[config.mk]
export PLATFORM = sky130hd
export DESIGN_NAME = game_controller
export DESIGN_NICKNAME = d
export VERILOG_FILES = /design/src/rtl/game_controller.sv
export SDC_FILE = /design/constraint.sdc
export NUM_CORES = 1
export LEC_CHECK = 0
export BUFFER_PORTS_ARGS = -buffer_cell sky130_fd_sc_hd__buf_2
export CORE_AREA = 5 5 154 82
export DETAILED_ROUTE_END_ITERATION = 8
export DIE_AREA = 0 0 159 87
export GPL_ROUTABILITY_DRIVEN = 0
export RECOVER_POWER = 100
export SYNTH_ARGS = -nofsm -noshare
export SYNTH_HDL_FRONTEND = slang
export SYNTH_SLANG_ARGS = --single-unit
[constraint.sdc]
create_clock -name clk -period 3.4 [get_ports clk]
set_clock_uncertainty 0.2 [all_clocks]
set_input_delay 0.68 -clock clk [delete_from_list [all_inputs] [get_ports clk]]
set_output_delay 0.68 -clock clk [all_outputs]
set_load 0.01 [all_outputs]
[src/rtl/game_controller.sv]
// Car game sequencer: debounces the buttons, turns held directions into move strobes,
// and runs the idle/play/hit/over flow with score, lives and car re-centre pulses.

module game_debounce #(
    parameter int FRAMES = 3
) (
    input  logic clk,
    input  logic reset,
    input  logic frame_tick,
    input  logic btn,
    output logic level
);
    logic [1:0] sync;
    logic [3:0] cnt;

    // cnt counts consecutive frame samples disagreeing with the accepted level
    always_ff @(posedge clk or negedge reset) begin
        if (!reset) begin
            sync  <= '0;
            cnt   <= '0;
            level <= 1'b0;
        end else begin
            sync <= {sync[0], btn};
            if (frame_tick) begin
                if (sync[1] != level) begin
                    if (cnt == 4'(FRAMES - 1)) begin
                        level <= sync[1];
                        cnt   <= '0;
                    end else begin
                        cnt <= cnt + 4'd1;
                    end
                end else begin
                    cnt <= '0;
                end
            end
        end
    end
endmodule

module game_controller #(
    parameter int DEBOUNCE_FRAMES = 3,
    parameter int MOVE_DIV        = 1,
    parameter int SCORE_DIV       = 30,
    parameter int LIVES_INIT      = 3,
    parameter int RECOVER_FRAMES  = 45,
    parameter int INVULN_FRAMES   = 60
) (
    input  logic        clk,
    input  logic        reset,
    input  logic        frame_tick,
    input  logic        btn_left,
    input  logic        btn_right,
    input  logic        btn_start,
    input  logic        collision,
    output logic [1:0]  control,
    output logic        car_reset,
    output logic [1:0]  state,
    output logic [15:0] score,
    output logic [1:0]  lives,
    output logic        invuln,
    output logic        game_over
);
    typedef enum logic [1:0] {S_IDLE = 2'b00, S_PLAY = 2'b01, S_HIT = 2'b10, S_OVER = 2'b11} st_t;

    st_t        cur, nxt;
    logic [2:0] raw, deb;
    logic       start_prev, start_rise;
    logic [1:0] dir;
    logic [3:0] mv_cnt;
    logic [7:0] sc_cnt, inv_cnt, rec_cnt;
    logic       hit_now, strobe;
    logic [1:0] control_d;
    logic       car_reset_d;

    assign raw = {btn_start, btn_right, btn_left};

    for (genvar i = 0; i < 3; i++) begin : g_db
        game_debounce #(.FRAMES(DEBOUNCE_FRAMES)) u_db (
            .clk       (clk),
            .reset     (reset),
            .frame_tick(frame_tick),
            .btn       (raw[i]),
            .level     (deb[i])
        );
    end

    assign start_rise = deb[2] & ~start_prev;
    assign dir        = (deb[1] & ~deb[0]) ? 2'b10 :
                        (deb[0] & ~deb[1]) ? 2'b01 : 2'b00;
    // a collision only counts when not invulnerable
    assign hit_now    = (cur == S_PLAY) && collision && (inv_cnt == 8'd0);
    assign strobe     = (cur == S_PLAY) && (dir != 2'b00) && frame_tick &&
                        (mv_cnt == 4'(MOVE_DIV - 1));

    assign state     = cur;
    assign invuln    = (inv_cnt != 8'd0);
    assign game_over = (cur == S_OVER);

    always_ff @(posedge clk or negedge reset) begin
        if (!reset) cur <= S_IDLE;
        else        cur <= nxt;
    end

    always_comb begin
        nxt = cur;
        unique case (cur)
            S_IDLE: if (start_rise) nxt = S_PLAY;
            S_PLAY: if (hit_now)    nxt = (lives == 2'd1) ? S_OVER : S_HIT;
            S_HIT:  if (frame_tick && rec_cnt <= 8'd1) nxt = S_PLAY;
            S_OVER: if (start_rise) nxt = S_IDLE;
        endcase
    end

    always_comb begin
        control_d   = (strobe && !collision) ? dir : 2'b00;
        car_reset_d = ((cur == S_IDLE) && start_rise) || (hit_now && lives != 2'd1);
    end

    always_ff @(posedge clk or negedge reset) begin
        if (!reset) begin
            control    <= '0;
            car_reset  <= 1'b0;
            start_prev <= 1'b0;
            mv_cnt     <= '0;
            sc_cnt     <= '0;
            score      <= '0;
            lives      <= '0;
            inv_cnt    <= '0;
            rec_cnt    <= '0;
        end else begin
            control    <= control_d;
            car_reset  <= car_reset_d;
            start_prev <= deb[2];

            if (cur != S_PLAY || dir == 2'b00) mv_cnt <= '0;
            else if (frame_tick)               mv_cnt <= strobe ? 4'd0 : mv_cnt + 4'd1;

            unique case (cur)
                S_IDLE: if (start_rise) begin
                    score   <= '0;
                    sc_cnt  <= '0;
                    lives   <= 2'(LIVES_INIT);
                    inv_cnt <= '0;
                end
                S_PLAY: begin
                    if (hit_now) begin
                        lives   <= lives - 2'd1;
                        rec_cnt <= 8'(RECOVER_FRAMES);
                    end else if (frame_tick) begin
                        if (sc_cnt == 8'(SCORE_DIV - 1)) begin
                            sc_cnt <= '0;
                            if (score != 16'hFFFF) score <= score + 16'd1;
                        end else begin
                            sc_cnt <= sc_cnt + 8'd1;
                        end
                    end
                    if (frame_tick && inv_cnt != 8'd0 && !collision) inv_cnt <= inv_cnt - 8'd1;
                end
                S_HIT: if (frame_tick) begin
                    if (rec_cnt <= 8'd1) begin
                        rec_cnt <= '0;
                        inv_cnt <= 8'(INVULN_FRAMES);
                    end else begin
                        rec_cnt <= rec_cnt - 8'd1;
                    end
                end
                S_OVER: ;
            endcase
        end
    end
endmodule
==> Flow_metrics.wiki, run 1 <==
{| class="wikitable"
! Metric !! Value
|-
| Run status || complete, but fails checks
|-
| Violations in the final reports || max-capacitance violations, max-slew violations
|-
| Clk slew on worst S/H paths || roughly 0.06 ns
|-
| Worst Setup Start Kind || flop
|-
| Register bit count reported by yosys || 73
|-
| Starting utilization of the core area || 0.363
|-
| Core area || 11300 µm²
|-
| Tmin final || 3.08 ns
|-
| Inserted Clock Buffers || 9
|-
| I/O pin cnt || 32
|-
| Final hold vios || 0
|-
| Peak fanout along the critical path || 15
|-
| Final number of max-transition violations || 74
|-
| CP Data Arrival Time || 3.09 ns
|-
| Clock root buffer || sky130_fd_sc_hd__clkbuf_16
|-
| Transition time at the pin with the least slew margin || between 1.5 and 2 ns
|-
| Final Cycle Share || 0.905
|-
| Number of global-route vias before repair || 3210
|-
| Fraction of synthesized cell area taken by the top area cell type || 0.444
|-
| CTS tree || built
|-
| Classification of the worst-slack hold path || reg2reg
|-
| Number of non-filler instances in the completed layout || roughly 620
|-
| Cell type with the highest aggregate area in the netlist || sky130_fd_sc_hd__dfrtp_1
|-
| Post-Syn Instances || 435
|-
| Antenna diode count || 0
|-
| Number of H-tree branching levels || 3
|-
| Drt first-iter violations || about 160
|-
| HPWL after detailed placement || roughly 7 mm
|-
| Post-CTS setup repair buffer count || 0
|-
| Area of the mapped netlist || 4110 µm²
|-
| # hold bufs at CTS || 0
|-
| Final total power || 4.29 mW
|-
| Data required time of the critical path || ~3.4 ns
|-
| Complex-gate fraction of the synthesized area || 0.183
|-
| Total wirelength of the detailed-routed design || 9.69 mm
|-
| Post-synth EDFFs || 0
|-
| Biggest area contributors in the synthesized netlist || sky130_fd_sc_hd__dfrtp_1 (44%), sky130_fd_sc_hd__ha_1 (6.7%), sky130_fd_sc_hd__o21ai_0 (5.6%), sky130_fd_sc_hd__nand2_1 (3.7%), sky130_fd_sc_hd__nor2_1 (2.9%)
|-
| Fraction of synthesized cell area in xor and xnor cells || 0.0149
|-
| Setup repair after global routing missed its margin || no
|-
| Kind of capture point of the worst setup path || flop
|-
| DR vias || 3384
|-
| Number of nets in the layout || 495
|-
| Remaining max-slew budget at the tightest pin || -0.230
|-
| Die height || 87 µm
|-
| TritonCTS Sinks || 73
|-
| Multi-input gate area || 2100 µm²
|-
| Dpl cells || 605
|-
| Simple logic cell fraction of the synthesized area || 0.228
|-
| Worst hold margin || 0.147 ns
|-
| Count of standard-cell rows || 28
|-
| Crit Path Class || reg2reg
|-
| Register area share after synthesis || 0.444
|-
| Max Freq || 325 MHz
|-
| Die X || ~160 µm
|-
| Count of maximum capacitance violations || 1
|-
| Critical path buffers and inverters || 1
|-
| Fillers || between 1000 and 1500
|-
| Routed vias/inst || 5.45
|-
| Leading register cell type out of synthesis || sky130_fd_sc_hd__dfrtp_1
|-
| GRT Overall Usage || 0.145
|-
| FF/Latch Area || 1830 µm²
|-
| Post-Synthesis Net Count || 464
|-
| Count leader, synth || sky130_fd_sc_hd__dfrtp_1
|-
| Commonest cells in the synthesized netlist || sky130_fd_sc_hd__dfrtp_1 (73), sky130_fd_sc_hd__o21ai_0 (46), sky130_fd_sc_hd__nand2_1 (40)
|-
| Average wire per standard cell || roughly 16 µm
|-
| Endpoints failing setup || 0
|-
| Remaining number of nets flagged by the antenna check after routing || 0
|-
| Mapped Avg Cell Area || between 9 and 10 µm²
|-
| Proportion of synthesized flip-flops having asynchronous set or reset || 1.00
|-
| Remaining global-route overflow || 0
|-
| Number of warnings issued by yosys || 0
|-
| Slowest-stage cell, CP || sky130_fd_sc_hd__a211oi_2
|-
| Count of different cell masters after synthesis || 61
|-
| Latest clock arrival within the worst-skew pair || roughly 0.34 ns
|-
| Peak per-stage delay on the critical path || 0.76 ns
|-
| Resized cells post-CTS || 0
|-
| Die ar. || 13800 µm²
|-
| Setup Total Neg Slack || 0 ns
|-
| Fraction of layout instances using a drive strength above 1 || 0.0743
|-
| Number of buffers on the longest clock path || 2
|-
| Pin count of the biggest net entering global routing || 74
|-
| Number of antenna violations at the first check in global routing || 0
|-
| Detailed Routing Iterations Pass 1 || 4
|-
| Wire length of the first global-routing pass || 16.2 mm
|-
| Cell Pwr Density || 912 nW/µm²
|-
| Number of design rule violations left after detail routing || 0
|-
| Dominant combinational cell family by area after synthesis || simple AND/OR/NAND/NOR gates
|-
| Category of cells accounting for the largest share of critical-path delay || compound AO/OA/AOI/OAI gates
|-
| Static leakage power || 1.99 nW
|-
| Area share of fa/ha/maj cells after synthesis || 0.0669
|-
| IO buf count || 31
|-
| Worst voltage drop across the vdd grid || ~310 µV
|-
| Worst path cell trace || inv_1, ha_1, nand3b_1, o21a_1, a211oi_2, nand2_1, o311ai_0
|-
| Synthesis-to-layout area growth || 14.3%
|-
| Mux share of post-synthesis cell area || 0.0249
|}
==> routing by layer <==
| layer | part of all wire | up-vias | track usage |
|---|---|---|---|
| met3 | 0.073 | 11 | 0.0473 |
| met2 | 0.41 | 90 | 0.209 |
| met5 | 0 | - | 0 |
| met1 | 0.51 | 1634 | 0.207 |
| li1 | - | 1649 | - |
| met4 | 0.0091 | 0 | 0.0410 |
==> flip-flops by register name, summed over array words and instances (netlist names) <==
register         flops
g_db.u_db.cnt       12
car_reset            1
lives                2
inv_cnt              8
rec_cnt              8
sc_cnt               8
g_db.u_db.sync       6
mv_cnt               4
g_db.u_db.level      3
state                2
start_prev           1
control              2
score               16
==> placed cells by master (no fill, tap or decap), drive strengths merged, types with 3 or more instances in the layout <==
| cell | Yosys | routed |
|---|---|---|
| o211ai | 4 | 4 |
| clkinv | 0 | 3 |
| o21ai | 48 | 48 |
| and4 | 6 | 6 |
| nand4 | 8 | 8 |
| nor2 | 32 | 32 |
| a21oi | 11 | 11 |
| or2 | 3 | 3 |
| xor2 | 5 | 5 |
| and2 | 7 | 7 |
| nand2 | 40 | 40 |
| or4 | 7 | 7 |
| bufinv | 0 | 3 |
| inv | 24 | 24 |
| o31ai | 10 | 10 |
| a41o | 3 | 3 |
| nand2b | 14 | 14 |
| nand4b | 4 | 4 |
| and3 | 4 | 4 |
| o2bb2ai | 7 | 7 |
| a31oi | 5 | 5 |
| buf | 5 | 7 |
| clkbuf | 10 | 38 |
| or3 | 6 | 6 |
| o311ai | 4 | 4 |
| nand3 | 20 | 20 |
| mux2i | 8 | 8 |
| ha | 22 | 22 |
| nor3 | 14 | 14 |
| dfrtp | 73 | 73 |
==> power by group <==
part | total, mW | internal [mW] | switching (mW) | leakage (nW)
clock network | 1.10 | 0.733 | 0.367 | 0.172
logic | 1.77 | 0.619 | 1.15 | 0.920
registers | 1.42 | 1.12 | 0.295 | 0.898
total | 4.29 | 2.47 | 1.81 | 1.99
==> cells by family (layout without fill, tap and decap cells) <==
| logic type | Yosys count | count (layout) |
|---|---|---|
| adder cells (fa/ha/maj) | 22 | 22 |
| XOR/XNOR | 7 | 7 |
| AND/OR/NAND/NOR | 174 | 174 |
| flip-flops | 73 | 73 |
| AO/OA/AOI/OAI | 110 | 110 |
| buffers and inverters | 39 | 75 |
| multiplexers | 10 | 10 |
==> stage by stage <==
stage                     worst slack, ns  utilization  instance area (µm²)
final                               0.324        0.415                 4700
after global routing               0.0863        0.415                 4700
after CTS                           0.366        0.421                 4770
after detailed placement            0.413        0.391                 4420
after global placement              0.566        0.391                 4420
after floorplan                     0.928            -                 4110
==> path summary, 6_finish.rpt <==
kind / depth (start not counted) / startpoint / slack [ns] / end
setup / recovery: 7 / state[0] / 0.32 / score[7]
hold / removal: 0 / g_db[0].u_db.sync[0] / 0.15 / g_db[0].u_db.sync[1]
setup reg to reg: 7 / state[0] / 0.32 / score[7]
hold reg to reg: 0 / g_db[0].u_db.sync[0] / 0.15 / g_db[0].u_db.sync[1]
max in group asynchronous: 1 / reset / 1.27 / state[1]
min in group asynchronous: 1 / reset / 0.63 / control[1]
==> cell type report <==
type	count	share of cell area
Clock inverter	6	0.0224
Inverter	24	0.0192
Clock buffer	10	0.0508
Multi-Input combinational cell	323	0.447
Timing Repair Buffer	35	0.0317
Tap cell	150	0.0399
Sequential cell	73	0.389
Power figures use the tool's default switching activity.
==> inputs of run 2 (changes only) <==
CELL_PAD_IN_SITES_DETAIL_PLACEMENT = 1   (was default)
CELL_PAD_IN_SITES_GLOBAL_PLACEMENT = 2   (was default)
CTS_BUF_LIST = sky130_fd_sc_hd__clkbuf_4   (was default)
PLACE_DENSITY_LB_ADDON = 0.1   (was default)
==> Flow_metrics.wiki, run 2 (same netlist as run 1, synthesis figures left out) <==
{| class="wikitable"
! Metric !! Value
|-
| Run status || complete, but fails checks
|-
| Violations in the final reports || max-capacitance violations, max-slew violations
|-
| Antenna diode count || 0
|-
| Wire length of the first global-routing pass || about 20 mm
|-
| Final hold vios || 0
|-
| Max Freq || 317 MHz
|-
| Die ar. || about 14000 µm²
|-
| Number of non-filler instances in the completed layout || 623
|-
| Worst Setup Start Kind || flop
|-
| Count of standard-cell rows || 28
|-
| Count of maximum capacitance violations || 1
|-
| Number of global-route vias before repair || about 3700
|-
| Die X || 159 µm
|-
| Pin count of the biggest net entering global routing || 74
|-
| Kind of capture point of the worst setup path || flop
|-
| Number of antenna violations at the first check in global routing || 0
|-
| Number of H-tree branching levels || 3
|-
| Most frequent cells in the layout || sky130_fd_sc_hd__dfrtp_1 (73), sky130_fd_sc_hd__o21ai_0 (46), sky130_fd_sc_hd__nand2_1 (40), sky130_fd_sc_hd__nor2_1 (32), sky130_fd_sc_hd__clkbuf_1 (28)
|-
| CP Data Arrival Time || about 3.2 ns
|-
| Remaining number of nets flagged by the antenna check after routing || 0
|-
| Latest clock arrival within the worst-skew pair || roughly 0.43 ns
|-
| Classification of the worst-slack hold path || in2reg
|-
| Drt first-iter violations || 166
|-
| Fraction of layout instances using a drive strength above 1 || 0.0825
|-
| Clock root buffer || sky130_fd_sc_hd__clkbuf_4
|-
| Number of buffers on the longest clock path || 2
|-
| Tmin final || 3.15 ns
|-
| # hold bufs at CTS || 0
|-
| Endpoints failing setup || 0
|-
| CTS tree || built
|-
| Static leakage power || 1.92 nW
|-
| DR vias || 3434
|-
| Number of design rule violations left after detail routing || 0
|-
| Number of nets in the layout || around 500
|-
| Starting utilization of the core area || 0.363
|-
| Routed vias/inst || 5.51
|-
| Max FFs per register || 16
|-
| Resized cells post-CTS || 0
|-
| Biggest register || score
|-
| Average wire per standard cell || 18.4 µm
|-
| Core area || 11300 µm²
|-
| Worst voltage drop across the vdd grid || 322 µV
|-
| Setup repair after global routing missed its margin || no
|-
| HPWL after detailed placement || around 8.4 mm
|-
| Registers with the most flip-flops || score (16), g_db.u_db.cnt (12)
|-
| Peak fanout along the critical path || 13
|-
| TritonCTS Sinks || between 70 and 80
|-
| GRT Overall Usage || 0.177
|-
| Die height || 87 µm
|-
| Final Cycle Share || 0.927
|-
| Remaining global-route overflow || 0
|-
| Cell Pwr Density || slightly below 900 nW/µm²
|-
| Setup Total Neg Slack || 0 ns
|-
| Crit Path Class || reg2reg
|-
| Final number of max-transition violations || 74
|-
| Most frequent standard cell in the layout excluding fill and tap cells || sky130_fd_sc_hd__dfrtp_1
|-
| Total wirelength of the detailed-routed design || 11.5 mm
|-
| Transition time at the pin with the least slew margin || 1.89 ns
|-
| Inserted Clock Buffers || 9
|-
| Detailed Routing Iterations Pass 1 || 4
|-
| Remaining max-slew budget at the tightest pin || -0.261
|-
| IO buf count || 31
|-
| Synthesis-to-layout area growth || 10.5%
|-
| Clk slew on worst S/H paths || roughly 0.14 ns
|-
| Dpl cells || 607
|-
| I/O pin cnt || 32
|-
| Post-CTS setup repair buffer count || 0
|-
| Data required time of the critical path || 3.49 ns
|-
| Final total power || 3.96 mW
|}
[run 2: stage by stage]
| step | worst slack (ns) | cell area, µm² | hold slack (ns) | utilization |
|---|---|---|---|---|
| finish | 0.250 | 4540 | 0.146 | 0.402 |
| global route | 0.101 | 4540 | 0.101 | 0.402 |
| CTS | 0.271 | 4610 | 0.110 | 0.407 |
| detailed placement | 0.306 | 4440 | 0.137 | 0.392 |
| global placement | 0.399 | 4440 | 0.132 | 0.392 |
| floorplan | 0.928 | 4110 | 0.131 | - |
[run 2: final timing paths]
check / depth (start not counted) / slack [ns] / end / start
hold / removal: 1 / 0.15 / g_db[2].u_db.sync[0] / btn_start
max in group asynchronous: 1 / 1.33 / control[0] / reset
min in group asynchronous: 1 / 0.55 / sc_cnt[2] / reset
setup reg to reg: 6 / 0.25 / rec_cnt[3] / inv_cnt[5]
hold reg to reg: 0 / 0.18 / g_db[1].u_db.sync[1] / g_db[1].u_db.sync[0]
setup / recovery: 6 / 0.25 / rec_cnt[3] / inv_cnt[5]
[run 2: critical path, cell delays in order (launching register included)]
cell and delay [ns]:
sky130_fd_sc_hd__dfrtp_1 0.46, sky130_fd_sc_hd__or4_1 0.65, sky130_fd_sc_hd__nor4_1 0.67, sky130_fd_sc_hd__buf_4 0.29
sky130_fd_sc_hd__o21ai_2 0.18, sky130_fd_sc_hd__or4_1 0.44, sky130_fd_sc_hd__o2bb2ai_1 0.14
[run 2: cell type report]
class	instances	area, µm²
Tap cell	150	188
Sequential cell	73	1830
Fill cell	1326	6770
Timing Repair Buffer	37	160
Multi-Input combinational cell	323	2110
Clock buffer	9	67.6
Clock inverter	7	101
Inverter	24	90.1
[run 2: metal layers]
metal	vias to the layer above	global-route usage	share of wire	wire (µm)
li1	1656	-	-	-
met1	1740	0.274	0.57	6530
met2	34	0.255	0.40	4570
met3	4	0.0388	0.029	335
met4	0	0.0302	0.0039	45
met5	-	0	0	0
[run 2: power by group]
| part | total [mW] | internal [mW] | switching, mW |
|---|---|---|---|
| Sequential | 1.43 | 1.12 | 0.315 |
| Combinational | 1.87 | 0.637 | 1.24 |
| Clock | 0.657 | 0.304 | 0.353 |
| Total | 3.96 | 2.06 | 1.90 |
==> inputs of run 3 (changes only) <==
REMOVE_ABC_BUFFERS = 1   (was default)
==> Flow_metrics.wiki, run 3 (same netlist as run 1, synthesis figures left out) <==
{| class="wikitable"
! Metric !! Value
|-
| Run status || complete, but fails checks
|-
| Violations in the final reports || max-capacitance violations, max-slew violations
|-
| Peak per-stage delay on the critical path || 0.74 ns
|-
| Cell Pwr Density || 867 nW/µm²
|-
| I/O pin cnt || 32
|-
| Slowest-stage cell, CP || sky130_fd_sc_hd__a211o_1
|-
| CP Data Arrival Time || 3.26 ns
|-
| Fillers || 1345
|-
| Kind of capture point of the worst setup path || flop
|-
| Core area || between 10000 and 15000 µm²
|-
| Remaining number of nets flagged by the antenna check after routing || 0
|-
| Max Freq || 319 MHz
|-
| Routed vias/inst || 5.59
|-
| Detailed Routing Iterations Pass 1 || 4
|-
| Count of standard-cell rows || 28
|-
| Top layer in use || met4
|-
| Worst voltage drop across the vdd grid || between 300 and 400 µV
|-
| Crit Path Class || reg2reg
|-
| Setup Total Neg Slack || 0 ns
|-
| DR vias || 3470
|-
| Drt first-iter violations || 215
|-
| Met2 layer wire length in the routed design || 4.34 mm
|-
| Classification of the worst-slack hold path || in2reg
|-
| Tmin final || about 3.1 ns
|-
| Clock root buffer || sky130_fd_sc_hd__clkbuf_4
|-
| Max FFs per register || 16
|-
| Area post-placement || 4420 µm²
|-
| HPWL after detailed placement || 9.05 mm
|-
| Final hold vios || 0
|-
| Remaining global-route overflow || 0
|-
| GRT Overall Usage || 0.186
|-
| Total wirelength of the detailed-routed design || 12.2 mm
|-
| Routed wl met3 || 461 µm
|-
| Data required time of the critical path || 3.53 ns
|-
| Clk slew on worst S/H paths || roughly 0.13 ns
|-
| Peak fanout along the critical path || 23
|-
| Most common cell type on the critical path || sky130_fd_sc_hd__a211o_1
|-
| Remaining max-slew budget at the tightest pin || -0.281
|-
| Most frequent standard cell in the layout excluding fill and tap cells || sky130_fd_sc_hd__dfrtp_1
|-
| Number of buffers on the longest clock path || 2
|-
| Metal-1 WL || 7.33 mm
|-
| Setup repair after global routing missed its margin || no
|-
| Die height || 87 µm
|-
| Number of design rule violations left after detail routing || 0
|-
| Wire length of the first global-routing pass || 20.2 mm
|-
| Pin count of the biggest net entering global routing || 74
|-
| Count of maximum capacitance violations || 1
|-
| Static leakage power || 1.90 nW
|-
| Die X || 159 µm
|-
| Number of H-tree branching levels || 3
|-
| Biggest register || score
|-
| Number of nets in the layout || 495
|-
| Endpoints failing setup || 0
|-
| Synthesis-to-layout area growth || 9.92%
|-
| Final Cycle Share || 0.922
|-
| Latest clock arrival within the worst-skew pair || about 0.44 ns
|-
| Worst Setup Start Kind || flop
|-
| Starting utilization of the core area || 0.363
|-
| Finished layout cell area || 4520 µm²
|-
| IO buf count || 31
|-
| Most frequent cells in the layout || sky130_fd_sc_hd__dfrtp_1 (73), sky130_fd_sc_hd__o21ai_0 (46), sky130_fd_sc_hd__nand2_1 (40), sky130_fd_sc_hd__nor2_1 (32), sky130_fd_sc_hd__clkbuf_1 (25)
|-
| Antenna diode count || 0
|-
| TritonCTS Sinks || 73
|-
| Inserted Clock Buffers || 9
|-
| Die ar. || 13800 µm²
|-
| CTS tree || built
|-
| Fraction of layout instances using a drive strength above 1 || 0.0807
|-
| Final number of max-transition violations || 74
|-
| Worst path cell trace || or4_1, nor4_4, a211o_1, nor3_1, a211o_1
|-
| Number of global-route vias before repair || 3516
|-
| Number of antenna violations at the first check in global routing || 0
|-
| Registers with the most flip-flops || score (16), g_db.u_db.cnt (12)
|-
| Average wire per standard cell || 19.7 µm
|-
| Transition time at the pin with the least slew margin || roughly 1.9 ns
|}
-- run 3: cell count changes in the layout (fill, tap and decap cells not counted), sizes merged --
cell	previous run	this run
bufinv	2	1
clkinv	1	3
buf	8	9
inv	26	24
clkbuf	38	36
-- run 3: routing by layer --
layer  global-route usage  vias to the layer above
met1                0.312                     1760
met2                0.231                       45
met5                    0                        -
met4               0.0379                        0
li1                     -                     1655
met3               0.0430                       10
-- run 3: critical path, delay by kind of cell (launching register included) --
family           cells  cell delay, ns
AND/OR/NAND/NOR      3            1.40
AO/OA/AOI/OAI        2            1.00
flip-flops           1            0.45
-- run 3: per-stage QoR --
step / hold slack (ns) / instances / total power, mW / utilization / setup WS (ns)
6_report: 0.157 / 621 / 3.92 / 0.399 / 0.266
5_1_grt: 0.118 / 621 / 4.28 / 0.399 / 0.122
4_1_cts: 0.123 / 621 / 3.96 / 0.403 / 0.170
3_5_place_dp: 0.144 / 605 / 3.37 / 0.391 / 0.193
3_3_place_gp: 0.133 / 605 / 3.33 / 0.391 / 0.328
2_1_floorplan: 0.131 / 420 / 2.63 / - / 0.209
-- run 3: final cells by class --
| class | instances | area (µm²) | share of cell area |
|---|---|---|---|
| Clock buffer | 10 | 75.1 | 0.0166 |
| Clock inverter | 6 | 58.8 | 0.0130 |
| Inverter | 24 | 90.1 | 0.0199 |
| Multi-Input combinational cell | 323 | 2130 | 0.471 |
| Sequential cell | 73 | 1830 | 0.404 |
| Tap cell | 150 | 188 | 0.0415 |
| Timing Repair Buffer | 35 | 154 | 0.0340 |
-- run 3: final timing paths --
path | startpoint | endpoint | slack (ns) | cells past startpoint
hold reg to reg | g_db[2].u_db.sync[0] | g_db[2].u_db.sync[1] | 0.16 | 0
max in group asynchronous | reset | g_db[0].u_db.level | 1.31 | 1
min in group asynchronous | reset | mv_cnt[1] | 0.56 | 1
setup reg to reg | inv_cnt[5] | score[10] | 0.27 | 5
setup / recovery | inv_cnt[5] | score[10] | 0.27 | 5
hold / removal | btn_start | g_db[2].u_db.sync[0] | 0.16 | 1
-- run 3: report_power, final --
part | internal [mW] | total [mW] | switching, mW | leakage [nW]
logic | 0.632 | 1.92 | 1.29 | 0.936
clock network | 0.228 | 0.569 | 0.341 | 0.0698
registers | 1.12 | 1.44 | 0.316 | 0.898
-- run 3: what timing repair did --
item / 4_1_cts / 5_1_grt
buffers inserted: 0 / 0
hold buffers: 0 / 0
setup endpoints to repair: 0 / 5
gates resized for setup: 0 / 1
